## config.mk

```make
export PLATFORM = sky130hd
export DESIGN_NAME = counter_sequencer_flat
export DESIGN_NICKNAME = d
export VERILOG_FILES = /design/src/rtl/counter_sequencer_if.sv /design/src/rtl/counter_sequencer.sv /design/src/flat_wrapper.sv
export SDC_FILE = /design/constraint.sdc
export NUM_CORES = 1
export LEC_CHECK = 0
export CAP_MARGIN = 20
export CORE_UTILIZATION = 57
export CTS_CLUSTER_SIZE = 14
export DETAILED_ROUTE_END_ITERATION = 8
export GPL_TIMING_DRIVEN = 0
export PLACE_DENSITY = 0.9
export REMOVE_ABC_BUFFERS = 1
export SYNTH_ARGS = -nofsm -noshare
export SYNTH_HDL_FRONTEND = slang
export SYNTH_SLANG_ARGS = --single-unit
```

## constraint.sdc

```tcl
create_clock -name CLOCK -period 2.8 [get_ports CLOCK]
set_input_delay 0.42 -clock CLOCK [delete_from_list [all_inputs] [get_ports CLOCK]]
set_output_delay 0.42 -clock CLOCK [all_outputs]
set_load 0.005 [all_outputs]
```

## src/rtl/counter_sequencer_if.sv

```systemverilog
// Control and status bundle between the push-button decoders, the LED pins
// and the counter_sequencer run controller.
//
// Handshake: there is no valid/ready pair here. START is a level request that
// the sequencer accepts on any rising edge where BUSY is low and STOP is low;
// while BUSY is high START is ignored. STOP is an unconditional abort level and
// HOLD is a freeze level. TICK and DONE are single-cycle strobes with no
// back-pressure, so a consumer must sample them on every edge.
interface counter_sequencer_if;
  logic       START;
  logic       STOP;
  logic       HOLD;
  logic       MODE;
  logic [3:0] COUNT_OUT;
  logic       DIRECTION;
  logic       TICK;
  logic       BUSY;
  logic       DONE;
  logic [7:0] CYCLE_CNT;

  // Button/controller side: drives requests, observes status.
  modport master (
    output START, STOP, HOLD, MODE,
    input  COUNT_OUT, DIRECTION, TICK, BUSY, DONE, CYCLE_CNT
  );

  // Sequencer side: consumes requests, drives status.
  modport slave (
    input  START, STOP, HOLD, MODE,
    output COUNT_OUT, DIRECTION, TICK, BUSY, DONE, CYCLE_CNT
  );
endinterface

```

## src/rtl/counter_sequencer.sv

```systemverilog
// Run controller for the LED up/down counter: owns the tick prescaler and the
// 4-bit count, and runs either one up-sweep or a continuous bounce between
// LOW and HIGH with optional dwell ticks at each end.
module counter_sequencer #(
  parameter int         DIV         = 13500000,
  parameter logic [3:0] LOW         = 4'd0,
  parameter logic [3:0] HIGH        = 4'd15,
  parameter int         PAUSE_TICKS = 2
) (
  input  logic              CLOCK,
  input  logic              RESET_N,
  counter_sequencer_if.slave bus,
  output logic [2:0]        dbg_state_o
);

  typedef enum logic [2:0] {
    S_IDLE     = 3'd0,
    S_UP       = 3'd1,
    S_PAUSE_HI = 3'd2,
    S_DOWN     = 3'd3,
    S_PAUSE_LO = 3'd4
  } state_t;

  localparam int              PW         = (DIV > 2) ? $clog2(DIV) : 1;
  localparam logic [PW-1:0]   PRESC_LAST = PW'(DIV - 1);
  localparam bit              NO_PAUSE   = (PAUSE_TICKS == 0);
  // Only consulted inside the dwell states, which are unreachable when NO_PAUSE.
  localparam logic [3:0]      PAUSE_LAST = NO_PAUSE ? 4'd0 : 4'(PAUSE_TICKS - 1);

  state_t        state_q;
  logic [PW-1:0] presc_q;
  logic [3:0]    pause_q;
  logic [3:0]    count_q;
  logic          dir_q;
  logic          tick_q;
  logic          done_q;
  logic          busy_q;
  logic          mode_q;
  logic [7:0]    cycle_q;
  logic          tick_now;

  // A tick is due on the edge where the prescaler sits at its last value.
  assign tick_now = (presc_q == PRESC_LAST);

  // Sequencer FSM: run control, prescaler, dwell counter and all registered outputs.
  always_ff @(posedge CLOCK) begin
    if (!RESET_N) begin
      state_q <= S_IDLE;
      presc_q <= '0;
      pause_q <= 4'd0;
      count_q <= LOW;
      dir_q   <= 1'b1;
      tick_q  <= 1'b0;
      done_q  <= 1'b0;
      busy_q  <= 1'b0;
      mode_q  <= 1'b0;
      cycle_q <= 8'd0;
    end else begin
      tick_q <= 1'b0;
      done_q <= 1'b0;
      if (state_q == S_IDLE) begin
        // START together with STOP is treated as a non-request.
        if (bus.START && !bus.STOP) begin
          state_q <= S_UP;
          presc_q <= '0;
          count_q <= LOW;
          dir_q   <= 1'b1;
          mode_q  <= bus.MODE;
          busy_q  <= 1'b1;
        end
      end else if (bus.STOP) begin
        // Abort beats both a coincident tick and HOLD; count and direction hold.
        state_q <= S_IDLE;
        busy_q  <= 1'b0;
      end else if (!bus.HOLD) begin
        if (!tick_now) begin
          presc_q <= presc_q + 1'b1;
        end else begin
          presc_q <= '0;
          tick_q  <= 1'b1;
          // A bound-detecting tick only changes state, never the count.
          case (state_q)
            S_UP: begin
              if (count_q < HIGH) begin
                count_q <= count_q + 4'd1;
              end else if (!mode_q) begin
                done_q  <= 1'b1;
                busy_q  <= 1'b0;
                state_q <= S_IDLE;
              end else begin
                dir_q   <= 1'b0;
                pause_q <= 4'd0;
                state_q <= NO_PAUSE ? S_DOWN : S_PAUSE_HI;
              end
            end
            S_PAUSE_HI: begin
              pause_q <= pause_q + 4'd1;
              if (pause_q == PAUSE_LAST) state_q <= S_DOWN;
            end
            S_DOWN: begin
              if (count_q > LOW) begin
                count_q <= count_q - 4'd1;
              end else begin
                dir_q   <= 1'b1;
                pause_q <= 4'd0;
                if (NO_PAUSE) begin
                  state_q <= S_UP;
                  cycle_q <= cycle_q + 8'd1;
                end else begin
                  state_q <= S_PAUSE_LO;
                end
              end
            end
            S_PAUSE_LO: begin
              pause_q <= pause_q + 4'd1;
              if (pause_q == PAUSE_LAST) begin
                state_q <= S_UP;
                cycle_q <= cycle_q + 8'd1;
              end
            end
            default: begin
              state_q <= S_IDLE;
              busy_q  <= 1'b0;
            end
          endcase
        end
      end
    end
  end

  assign bus.COUNT_OUT = count_q;
  assign bus.DIRECTION = dir_q;
  assign bus.TICK      = tick_q;
  assign bus.BUSY      = busy_q;
  assign bus.DONE      = done_q;
  assign bus.CYCLE_CNT = cycle_q;
  assign dbg_state_o   = state_q;

endmodule

```

## src/flat_wrapper.sv

```systemverilog
// flat-port wrapper written by rule: the top's interface ports become plain ports
module counter_sequencer_flat 
#(
  parameter int         DIV         = 13500000,
  parameter logic [3:0] LOW         = 4'd0,
  parameter logic [3:0] HIGH        = 4'd15,
  parameter int         PAUSE_TICKS = 2
)
  (CLOCK, RESET_N, dbg_state_o, bus_START, bus_STOP, bus_HOLD, bus_MODE, bus_COUNT_OUT, bus_DIRECTION, bus_TICK, bus_BUSY, bus_DONE, bus_CYCLE_CNT);
  counter_sequencer_if bus_i ();
  input  logic CLOCK;
  input  logic RESET_N;
  output logic [2:0] dbg_state_o;
  input wire logic [$bits(bus_i.START)-1:0] bus_START;
  input wire logic [$bits(bus_i.STOP)-1:0] bus_STOP;
  input wire logic [$bits(bus_i.HOLD)-1:0] bus_HOLD;
  input wire logic [$bits(bus_i.MODE)-1:0] bus_MODE;
  output wire logic [$bits(bus_i.COUNT_OUT)-1:0] bus_COUNT_OUT;
  output wire logic [$bits(bus_i.DIRECTION)-1:0] bus_DIRECTION;
  output wire logic [$bits(bus_i.TICK)-1:0] bus_TICK;
  output wire logic [$bits(bus_i.BUSY)-1:0] bus_BUSY;
  output wire logic [$bits(bus_i.DONE)-1:0] bus_DONE;
  output wire logic [$bits(bus_i.CYCLE_CNT)-1:0] bus_CYCLE_CNT;
  assign bus_i.START = bus_START;
  assign bus_i.STOP = bus_STOP;
  assign bus_i.HOLD = bus_HOLD;
  assign bus_i.MODE = bus_MODE;
  assign bus_COUNT_OUT = bus_i.COUNT_OUT;
  assign bus_DIRECTION = bus_i.DIRECTION;
  assign bus_TICK = bus_i.TICK;
  assign bus_BUSY = bus_i.BUSY;
  assign bus_DONE = bus_i.DONE;
  assign bus_CYCLE_CNT = bus_i.CYCLE_CNT;
  counter_sequencer #(.DIV(DIV), .LOW(LOW), .HIGH(HIGH), .PAUSE_TICKS(PAUSE_TICKS)) u_core (.CLOCK(CLOCK), .RESET_N(RESET_N), .bus(bus_i), .dbg_state_o(dbg_state_o));
endmodule
```

==> summary.md <==
| Metric | Value |
|---|---|
| Status | complete, no violations |
| Detailed-router iteration count before antenna repair | 8 |
| Synth warnings | 0 |
| Setup violators final | 0 |
| Synth Instances | approximately 330 |
| Setup repair after global routing missed its margin | true |
| Crit-path max FO | 6 |
| Setup tns final | 0 ns |
| Vias | between 2000 and 3000 |
| Total gr overflow | 0 |
| Cell variety after synth | 55 |
| EDFF count, synth | 0 |
| First-pass GRT wire length | 10800 µm |
| GPL Wtd Cong | 0.847 |
| Most common cell in the synthesized netlist | dfxtp_1 |
| Hold depth | 1 |
| Max-cap viol count | 0 |
| FF-to-FF End | u_core.bus.COUNT_OUT[0] |
| Endpoints failing hold | 0 |
| Initial antenna violation count | 0 |
| Worst R2R Path Depth | 7 |
| Clock Sinks | 48 |
| Critical path's largest stage delay | 0.49 ns |
| Peak supply drop | 0.000403 V |
| Bufs and invs on worst path | 0 |
| Root Buffer | clkbuf_8 |
| CTS buffer count | 5 |
| Worst slew pin tran | ~0.87 ns |
| Top-Level Pins | 25 |
| Tot GR Track Use | 0.272 |
| Seq/Total Area, Yosys | 0.356 |
| Final min period | about 2.7 ns |
| Area contributors post-synth | dfxtp_1, nor2_1, nand2_1, nand3_1, xnor2_1 |
| Port Buffer Count | 24 |
| Critical Setup Path Class | reg -> reg |
| Met2 wire length | 3120 µm |
| Layout Area Growth over Synthesis | 15.7% |
| Setup Skew | slightly above 0.009 ns |
| Cell family with most CP delay | simple AND/OR/NAND/NOR gates |
| PD cells | 446 mW/mm² |
| Wire length on met3 | roughly 430 µm |
| CTS tree | built |
| Leakage power | a little over 1 nW |
| Fillers | approximately 360 |
| Min-delay worst type | reg -> reg |
| Final #Nets | roughly 360 |
| R2R Path Start | u_core.presc_q[0] |
| Core area | roughly 0.0044 mm² |
| FF-to-FF setup slack | 0.14 ns |
| Post-DP HPWL | roughly 4400 µm |
| Crit path capture type | flip-flop |
| Worst EP arrival | between 2 and 3 ns |
| CTS clk-pin slew, worst paths | approximately 0.080 ns |
| Slew Viols, Final | 0 |
| Die ar. | between 0.005 and 0.006 mm² |
| Top FF cell, synth | dfxtp_1 |
| Vias/cell | between 6 and 7 |
| Clk Latency, worst-skew pair | around 0.31 ns |
| Crit-path cells | ha_2 > or4b_1 > or3_1 > or3_4 > a21oi_4 > mux2i_1 > nor2_1 |
| Syn Std Cell Area | ~0.0027 mm² |
| Syn_area_per_cell | about 8 µm² |
| Largest area contributor in the netlist | dfxtp_1 |
| Startpoint types | flip-flop |
| Remaining DRCs | 0 |
| Leading post-synthesis cells by instance count | dfxtp_1, nor2_1, nand2_1, nand3_1, nor3_1 |
| Achievable Freq | ~380 MHz |
| Top-area cell type share of the netlist area | 0.356 |
| Wl on met1 | ~2800 µm |
| Largest net degree at the start of global routing | 20 |
| Hold Path End | u_core.presc_q[22] |
| Slowest-stage cell, CP | or4b_1 |
| Height of the die | ~71 µm |
| Antenna fix cells | 0 |
| Die outline width | 70.8 µm |
| ANT nets after route | 0 |
| Max Used Layer | met4 |
| Period utilization | 0.948 |
| Vias in the first global route | roughly 2400 |
| CTS max path bufs | 2 |
| Synthesis-stage register bit count | 48 |
| Worst path required time | roughly 3.0 ns |
| Rows | 24 |
| Share of flip-flops with an asynchronous set or reset | 0 |
| Worst slew margin | 0.416 |
| Core Util, Final | 0.703 |
| Routed length per instance | roughly 16 µm |
| Final wirelength | about 6400 µm |
| Drt initial violations | between 150 and 200 |
| Post-CTS Hold Buffers | 0 |
| CTS H-Tree Depth | 2 |
| Hold path startpoint | u_core.presc_q[22] |
| Layout cells sized above 1 | 0.0822 |
| Initial Utilization | 0.608 |
==> report_power, final <==
group          internal, mW  switching [mW]  total [mW]
sequential            0.689          0.0145       0.704
clock                 0.315           0.235       0.550
combinational        0.0560          0.0822       0.138
total                  1.06           0.332        1.39
==> worst register-to-register path, cell delays in order (launching register included) <==
cell and delay, ns:
dfxtp_1 0.45, ha_2 0.30, or4b_1 0.49, or3_1 0.44
or3_4 0.41, a21oi_4 0.19, mux2i_1 0.22, nor2_1 0.06
==> registers in the layout, indices dropped and copies added (netlist names) <==
| name | flops |
|---|---|
| u_core.bus.BUSY | 1 |
| u_core.bus.COUNT_OUT | 4 |
| u_core.bus.CYCLE_CNT | 8 |
| u_core.bus.DIRECTION | 1 |
| u_core.bus.DONE | 1 |
| u_core.bus.TICK | 1 |
| u_core.dbg_state_o | 3 |
| u_core.mode_q | 1 |
| u_core.pause_q | 4 |
| u_core.presc_q | 24 |
==> worst max path at each step <==
stage	start	endpoint	slack, ns	cells past startpoint
2_1_floorplan	u_core.presc_q[0]	u_core.presc_q[10]	0.12	7
3_3_place_gp	u_core.presc_q[0]	u_core.presc_q[10]	-0.43	7
3_5_place_dp	u_core.presc_q[0]	u_core.presc_q[5]	-0.50	7
4_1_cts	u_core.presc_q[0]	u_core.presc_q[11]	0.09	7
5_1_grt	u_core.presc_q[1]	u_core.dbg_state_o[1]	-0.04	7
6_report	u_core.presc_q[0]	u_core.bus.COUNT_OUT[0]	0.14	7
==> cells in the final DEF, fill, tap and decap left out, drive strengths merged, types with 2 or more instances in the layout <==
cell type	netlist	layout
a21oi	12	12
or4b	2	2
a32oi	2	2
xor2	11	11
clkbuf	7	7
xnor2	11	11
nand3	20	20
buf	4	3
or4	3	3
nor2	42	42
nand2b	5	5
mux2i	6	6
nor4	15	15
nand2	31	31
nand4	10	10
clkdlybuf4s50	0	24
o31ai	7	7
dfxtp	48	48
nor2b	2	2
o22ai	2	2
o21ai	16	16
inv	8	8
o41ai	4	4
and4	3	3
o21a	2	2
ha	5	5
nor3	18	18
a31oi	2	2
or3	4	4
or2	5	5
and3	5	5
maj3	2	2
nor3b	3	3
==> cells by family after synthesis <==
group / after synthesis / synth area share
mux: 6 / 0.0222
buf+inv: 20 / 0.0352
simple gates: 171 / 0.332
compound gates: 55 / 0.153
fa+ha+maj: 7 / 0.0306
xor+xnor: 22 / 0.0714
flops: 48 / 0.356
==> timing repair <==
action	in CTS	in global routing
pin swaps	1	2
setup buffers	2	1
endpoints found under the setup margin	24	22
resized for setup	3	1
==> layer usage <==
layer,vias up,track usage
li1,1252,-
met1,1184,0.346
met2,95,0.454
met3,13,0.0584
met4,0,0.104
met5,-,0
==> through the flow <==
stage / setup slack, ns / power, mW / instances / area, µm² / hold WS, ns
global placement: -0.428 / 0.844 / 394 / 2940 / 0.457
detailed placement: -0.497 / 0.847 / 394 / 2940 / 0.476
global route: -0.0393 / 1.45 / 405 / 3120 / 0.512
finish: 0.145 / 1.39 / 405 / 3120 / 0.483
floorplan: 0.121 / 0.800 / 318 / 2640 / 0.434
CTS: 0.0936 / 1.39 / 404 / 3100 / 0.488
==> cell type report <==
class	instances	area, µm²	share of cell area
Multi-Input combinational cell	261	1660	0.532
Inverter	9	35.0	0.0112
Tap cell	52	65.1	0.0208
Clock buffer	7	96.3	0.0308
Timing Repair Buffer	27	275	0.0881
Clock inverter	1	30.0	0.00962
Sequential cell	48	961	0.308
No activity file was read; power rests on OpenSTA's default activity.
